===== config.mk =====
export PLATFORM = sky130hd
export DESIGN_NAME = pipe_stage_reg
export DESIGN_NICKNAME = d
export VERILOG_FILES = /design/src/rtl/pipe_pkg.sv /design/src/rtl/pipe_stage_reg.sv
export SDC_FILE = /design/constraint.sdc
export NUM_CORES = 1
export LEC_CHECK = 0
export CORE_MARGIN = 2
export CORE_UTILIZATION = 39
export CTS_CLUSTER_SIZE = 14
export DETAILED_ROUTE_END_ITERATION = 8
export GPL_TIMING_DRIVEN = 0
export PLACE_DENSITY = 0.87
export SLEW_MARGIN = 10
export SYNTH_ARGS = -nofsm -noshare
export SYNTH_HDL_FRONTEND = slang
export SYNTH_SLANG_ARGS = --single-unit
export TNS_END_PERCENT = 20

===== constraint.sdc =====
create_clock -name clk -period 1.35 [get_ports clk]
set_input_delay 0.27 -clock clk [delete_from_list [all_inputs] [get_ports clk]]
set_output_delay 0.27 -clock clk [all_outputs]
set_load 0.05 [all_outputs]

===== src/rtl/pipe_pkg.sv =====
// Shared pipeline constants and the IF/ID payload layout used by pipe_stage_reg.
package pipe_pkg;

    localparam logic [31:0] NOP_INSTR = 32'h0000_0013;

    typedef struct packed {
        logic [31:0] pc;
        logic [31:0] instr;
    } if_id_payload_t;

    // Reset payload: pc of zero carrying a NOP instruction
    localparam logic [63:0] RST_DATA_DEFAULT = {32'h0000_0000, NOP_INSTR};

endpackage


===== src/rtl/pipe_stage_reg.sv =====
// Valid/ready pipeline register with a one-cycle latency and a registered output.
// Define PIPE_STAGE_SKID_EN to add a skid entry so in_ready comes straight from a flop.
module pipe_stage_reg
    import pipe_pkg::*;
#(
    parameter int                DATA_W   = 64,
    parameter logic [DATA_W-1:0] RST_DATA = DATA_W'(RST_DATA_DEFAULT)
) (
    input  logic              clk,
    input  logic              rst,
    input  logic              flush,
    input  logic              in_valid,
    output logic              in_ready,
    input  logic [DATA_W-1:0] in_data,
    output logic              out_valid,
    input  logic              out_ready,
    output logic [DATA_W-1:0] out_data
);

    logic              r_outValid;
    logic [DATA_W-1:0] r_outData;
    logic              w_accept;
    logic              w_emit;

    assign out_valid = r_outValid;
    assign out_data  = r_outData;
    assign w_accept  = in_valid && in_ready;
    assign w_emit    = r_outValid && out_ready;

`ifdef PIPE_STAGE_SKID_EN

    logic              r_skidValid;
    logic [DATA_W-1:0] r_skidData;
    logic              r_inReady;

    assign in_ready = r_inReady;

    // The main entry refills from the skid first so order is preserved; an accept
    // that arrives while the main entry is stalled parks in the skid entry.
    always_ff @(posedge clk) begin
        if (rst || flush) begin
            r_outValid  <= 1'b0;
            r_outData   <= RST_DATA;
            r_skidValid <= 1'b0;
            r_skidData  <= RST_DATA;
            r_inReady   <= 1'b1;
        end else if (!r_outValid || w_emit) begin
            if (r_skidValid) begin
                r_outValid  <= 1'b1;
                r_outData   <= r_skidData;
                r_skidValid <= 1'b0;
                r_inReady   <= 1'b1;
            end else if (w_accept) begin
                r_outValid <= 1'b1;
                r_outData  <= in_data;
            end else begin
                r_outValid <= 1'b0;
            end
        end else if (w_accept) begin
            r_skidValid <= 1'b1;
            r_skidData  <= in_data;
            r_inReady   <= 1'b0;
        end
    end

`else

    assign in_ready = out_ready || !r_outValid;

    // Single entry: an accept always overwrites, covering the emit-and-refill case
    always_ff @(posedge clk) begin
        if (rst || flush) begin
            r_outValid <= 1'b0;
            r_outData  <= RST_DATA;
        end else if (w_accept) begin
            r_outValid <= 1'b1;
            r_outData  <= in_data;
        end else if (w_emit) begin
            r_outValid <= 1'b0;
        end
    end

`endif

endmodule

==> flow_summary.ini, run 1 <==
[worst_setup_path]
r2r_cells = 6
critical_path_depth = 3
arrival_ns = 1.07
crit_fanout = 12
cp_cell_sequence = nor2b_4 -> inv_4 -> buf_8
reg2reg_to = out_data[22]$_SDFFE_PP0P_
cp-end-kind = primary output
cp-startpoint = out_valid$_SDFFE_PP0P_
worstSetupPathType = reg -> out
startpoint_type = flop
cp-endpoint = in_ready
cp_data_required_time_ns = 1.08
r2r_start = out_valid$_SDFFE_PP0P_
cp_slowest_stage_delay_ns = 0.33
critPathBufInv = 2
rrSetupSlack_ns = 0.07
cp_top_family = flip-flops
cpMaxStageDelayCell = dfxtp_2

[floorplanning]
fp-row-count = 29
ios = 135
die_x_um = 84.84
die_y_um = 84.84
start_util_pct = 40.14
core_um2 = 6350
die-area_um2 = 7198

[layout]
diodes = 0
area_delta_synth_final_pct = 64.65
finalNetCount = 512
drive_gt1_share_pct = 26.12

[pwr]
switching_share_pct = 26.69
clkPwrFrac_pct = 36.0
vdd_ir_drop_max_uv = 694.1
p_seq_share_pct = 45.5
p_switching_mw = 1.179
power_leakage_nw = 1.574
power_mw = 4.416
p_per_area_nw_per_um2 = 1052
p_int_mw = 3.237
p_comb_share_pct = 18.5

[logic_synthesis]
synthSimpleGateAreaFrac_pct = 14.09
yosysWarnings = 0
synthCells = 298
synth_area_per_cell_um2 = 8.553
async_flop_share_pct = 0
synth_compound_area_share_pct = 24.74
ys_seq_elements = 65
muxShareOfSynthArea_pct = 0
synth_xor_area_share_pct = 0
synth_ff_type = dfxtp_1
syn_nets = 367
synth_top_family_by_area = compound AO/OA/AOI/OAI gates
syn_area_um2 = 2549
yosys-top-cells-count = nand3_1 (67), dfxtp_1 (65), a21oi_1 (62)
synthAdderAreaFrac_pct = 0
synth_edf_count = 0
synth.most_common_cell = nand3_1
yosysSeqAreaShare_pct = 51.06
yosys-top-cells-area = dfxtp_1 (51%), nand3_1 (13%), a21oi_1 (12%)
netlist.area_leader.share_pct = 51.06
ys_types = 14
synth_top_area_cell = dfxtp_1

[clock_network]
cts_root_buf = clkbuf_8
cts-hold-fix-buffers = 0
ctsLongestPathBuffers = 2
numClockSinks = 65
cts_tree = built
clkTransAtPathRegs_ns = 0.06
clk_latency_ns = 0.33
cts-htree-levels = 3
cts_buffers = 9

[route]
first_pass_iters = 4
vias = 2735
drc = 0
viasPerCell = 5.210
antenna_violating_nets_post_route = 0
drt_first_iter_violations = 113
routed_wl_um = 7639
wl_per_cell_um = 14.55

[global_routing]
grt_remaining_overflow = 0
antenna_found_initial = 0
grt_pass1_vias = 2703
grt_pass1_wl_um = 12310
track_usage_pct = 21.03
grt_max_degree = 13

[sta]
max_freq_mhz = 746.9
maxSlewViolCount = 0
period_needed_ns = 1.339
holdWs_ns = 0.4726
worstMarginPinSlew_ns = 0.3451
slew_headroom_pct = 76.99
fin_worst_skew_ns = 0.005784
setup_violations = 0
period_share_pct = 99.18
hold_violations = 0
rsz0062_at_grt = yes

[min_path]
min_from = out_data[29]$_SDFFE_PP0P_
hold_class = reg -> reg

[status]
status = finished clean

[placement]
dp_hpwl_um = 5525
gp_congestion = 0.7674
io_buffers = 134

[flow_run]
cap_violations = 0
-- cell usage in the layout (no fill, tap or decap), types with 2 or more instances in the layout --
cell and count:
clkinv_2 2, buf_2 18, clkdlybuf4s18_2 6, nand3_1 67, buf_4 14, clkbuf_2 5, clkdlybuf4s50_1 67, clkdlybuf4s15_2 49
o21ai_1 12, clkbuf_1 4, o21ai_0 52, clkbuf_8 10, buf_6 7, dfxtp_1 64, a21oi_1 62
-- registers in the layout (all words and copies together) (netlist names) --
name,count
out_valid,1
out_data,64
-- worst register-to-register path, stage by stage, from the launching register on --
cell and delay, ns:
dfxtp_2 0.32, nor2b_4 0.13, buf_4 0.13, buf_6 0.13, buf_4 0.17, o21ai_0 0.19, a21oi_1 0.10
-- what timing repair did --
item / 4_1_cts / 5_1_grt
gates resized for setup: 203 / 26
endpoints found under the setup margin: 66 / 17
buffers inserted: 0 / 1
-- per-stage QoR --
step | setup TNS (ns) | utilization, % | area, um^2 | worst slack [ns] | cells
detailed placement | -13.89 | 62.80 | 3988 | -0.8547 | 509
global placement | -11.76 | 62.80 | 3988 | -0.8361 | 509
CTS | -0.1054 | 67.00 | 4254 | -0.08951 | 524
finish | 0 | 66.09 | 4197 | 0.01108 | 525
global route | -0.03013 | 66.09 | 4197 | -0.03013 | 525
floorplan | 0 | - | 2550 | 0.06898 | 298
-- kinds of logic after synthesis --
group                  Yosys count
flip-flops                      65
AO/OA/AOI/OAI                  126
buffers and inverters           37
AND/OR/NAND/NOR                 70
-- power groups by stage --
stage                     Combinational (mW)  Clock [mW]  Sequential [mW]
after CTS                              0.821        1.63             2.01
after global placement                 0.824           0             2.05
after global routing                   0.866        1.71             2.02
final                                  0.815        1.59             2.01
after detailed placement               0.836           0             2.05
after floorplan                        0.230           0             2.27
-- metal layers --
layer	wire (um)	global-route usage (%)	part of all wire, %	vias up
li1	-	-	-	1351
met4	40	7.937	0.52	0
met3	575	6.031	7.5	4
met1	3118	24.33	41	1281
met2	3904	36.86	51	99
met5	0	0	0	-
-- worst min path at each step --
| stage | end | cells past startpoint |
|---|---|---|
| floorplan | out_data[0]$_SDFFE_PP1P_ | 2 |
| global placement | out_data[57]$_SDFFE_PP0P_ | 2 |
| detailed placement | out_data[57]$_SDFFE_PP0P_ | 2 |
| CTS | out_valid$_SDFFE_PP0P_ | 4 |
| global route | out_data[39]$_SDFFE_PP0P_ | 2 |
| finish | out_data[29]$_SDFFE_PP0P_ | 2 |
-- final cells by class --
class | instances | area, um^2
fillers | 555 | 2153
repair buffers | 135 | 1364
flip-flops and latches | 65 | 1303
multi-input cells | 196 | 989.7
plain buffers | 34 | 245.2
clock buffers | 13 | 148.9
well taps | 77 | 96.34
clock inverters | 3 | 40.04
inverters | 2 | 10.01
No activity file was read; power rests on OpenSTA's default activity.
==> run 2, diff against run 1 <==
Settings changed: CORE_MARGIN 2 to 10, GPL_TIMING_DRIVEN 0 to 1.
==> run 2 against run 1 <==
  * Setup slack better by 0.035 ns
  * Register-to-register slack improved by 0.03 ns
  * Core utilization is 9.4 points higher
  * Cell count fell by 4.2%
  * Via count is essentially flat
  * Highest routed layer unchanged
  * Clock power is 6% higher
  * Total power rose by 6.7%
  * Sequential share of layout area decreased by 3.9 points
  * Routed wire length increased by 22%
  * First-iteration DRC count up 17%
  * Cell area increased by 14%
==> flow_summary.ini, run 2 (synthesis results as in run 1) <==
[status]
status = finished clean

[sta]
hold_violations = 0
setup_violations = 0
holdWs_ns = 0.4433
worstMarginPinSlew_ns = 0.3115
max_freq_mhz = 767.2
maxSlewViolCount = 0
fin_worst_skew_ns = 0.004202
period_share_pct = 96.55
slew_headroom_pct = 79.24
period_needed_ns = 1.303
rsz0062_at_grt = yes

[route]
viasPerCell = 5.435
drt_first_iter_violations = 132
routed_wl_um = 9289
wl_per_cell_um = 18.47
antenna_violating_nets_post_route = 0
first_pass_iters = 4
vias = 2734
drc = 0

[placement]
dpl_cell_area_um2 = 4531
place_inst = 484
dp_hpwl_um = 6640
gp_congestion = 0.7418
io_buffers = 134

[clock_network]
numClockSinks = 65
cts_root_buf = clkbuf_8
cts_buffers = 9
cts-hold-fix-buffers = 0
clkTransAtPathRegs_ns = 0.07
cts-htree-levels = 3
ctsLongestPathBuffers = 2
clk_latency_ns = 0.31
cts_tree = built

[worst_setup_path]
cp_data_required_time_ns = 1.08
cp-end-kind = primary output
crit_fanout = 4
startpoint_type = flop
worstSetupPathType = reg -> out
arrival_ns = 1.03

[global_routing]
met1_usage_pct = 17.59
grt_util_met3_pct = 8.505
grt_remaining_overflow = 0
grt_pass1_wl_um = 14190
grt_pass1_vias = 2728
track_usage_pct = 17.37
antenna_found_initial = 0
grt_max_degree = 66
gr-usage-met2_pct = 30.57
grt_busiest_layer = met2

[pwr]
vdd_ir_drop_max_uv = 582.8
power_leakage_nw = 1.795
p_per_area_nw_per_um2 = 982.5
power_mw = 4.711

[flow_run]
cap_violations = 0

[layout]
fin_util_pct = 75.51
largest_reg_flops = 64
final_common_cell = buf_12
fin_cells = 503
nFillCells = 446
final_cell_mix = buf_12 (70), nand3_1 (67), clkdlybuf4s50_1 (66), dfxtp_1 (64), a21oi_1 (62)
finalNetCount = 490
area_delta_synth_final_pct = 88.12
stdcell_area_um2 = 4795
drive_gt1_share_pct = 23.24
diodes = 0

[floorplanning]
core_um2 = 6350
fp-row-count = 29
die-area_um2 = 10170
die_y_um = 100.8
ios = 135
start_util_pct = 40.14
die_x_um = 100.8

[min_path]
hold_class = in -> reg
run 2: cell count changes in the layout (fill, tap and decap cells not counted), sizes merged:
cell / previous run / this run
clkdlybuf4s15: 49 / 0
clkinv: 2 / 1
clkdlybuf4s50: 67 / 66
clkbuf: 19 / 15
buf: 40 / 79
clkdlybuf4s18: 6 / 0
run 2: report_power, final:
group          internal (mW)  switching (mW)
clock                   1.00           0.688
combinational          0.504           0.468
sequential              1.98          0.0646
run 2: per-stage QoR:
stage	setup WS, ns	setup TNS, ns
after floorplan	0.06898	0
after global placement	-0.09695	-5.206
after detailed placement	-0.2542	-9.467
after CTS	0.03850	0
after global routing	-0.004912	-0.004912
final	0.04656	0
run 2: what timing repair did:
item | CTS | global route
endpoints found under the setup margin | 1 | 8
setup buffers | 2 | 0
gates cloned | 0 | 1
resized for setup | 5 | 0
pin swaps | 0 | 0
run 2: worst max-delay path: stages, from the launching register on:
cell and delay, ns:
dfxtp_2 0.33, nor2b_4 0.17, inv_4 0.07, buf_8 0.15
run 2: per-layer routing:
metal,vias up,share of wire [%]
li1,1311,-
met1,1290,36
met2,125,52
met3,8,11
met4,0,1.1
met5,-,0
run 2: layout make-up:
type,count,area [um^2],share of cell area (%)
repair buffers,147,2188,45.64
clock buffers,14,172.7,3.601
inverters,2,10.01,0.2088
clock inverters,2,35.03,0.7307
well taps,77,96.34,2.009
flip-flops and latches,65,1303,27.17
multi-input cells,196,989.7,20.64
run 2: final timing paths:
check	start	end	slack, ns	cells after the start
worst max-delay path	out_valid$_SDFFE_PP0P_	in_ready	0.05	3
worst min register to register	out_data[54]$_SDFFE_PP0P_	out_data[54]$_SDFFE_PP0P_	0.51	2
worst max register to register	out_valid$_SDFFE_PP0P_	out_data[50]$_SDFFE_PP0P_	0.10	5
worst min-delay path	in_valid	out_data[7]$_SDFFE_PP0P_	0.44	4
==> run 3, diff against run 2 <==
Settings changed: CAP_MARGIN from default to 40.
==> results of run 3 <==
No change in the layout: final DEF, timing and power equal those of run 2.
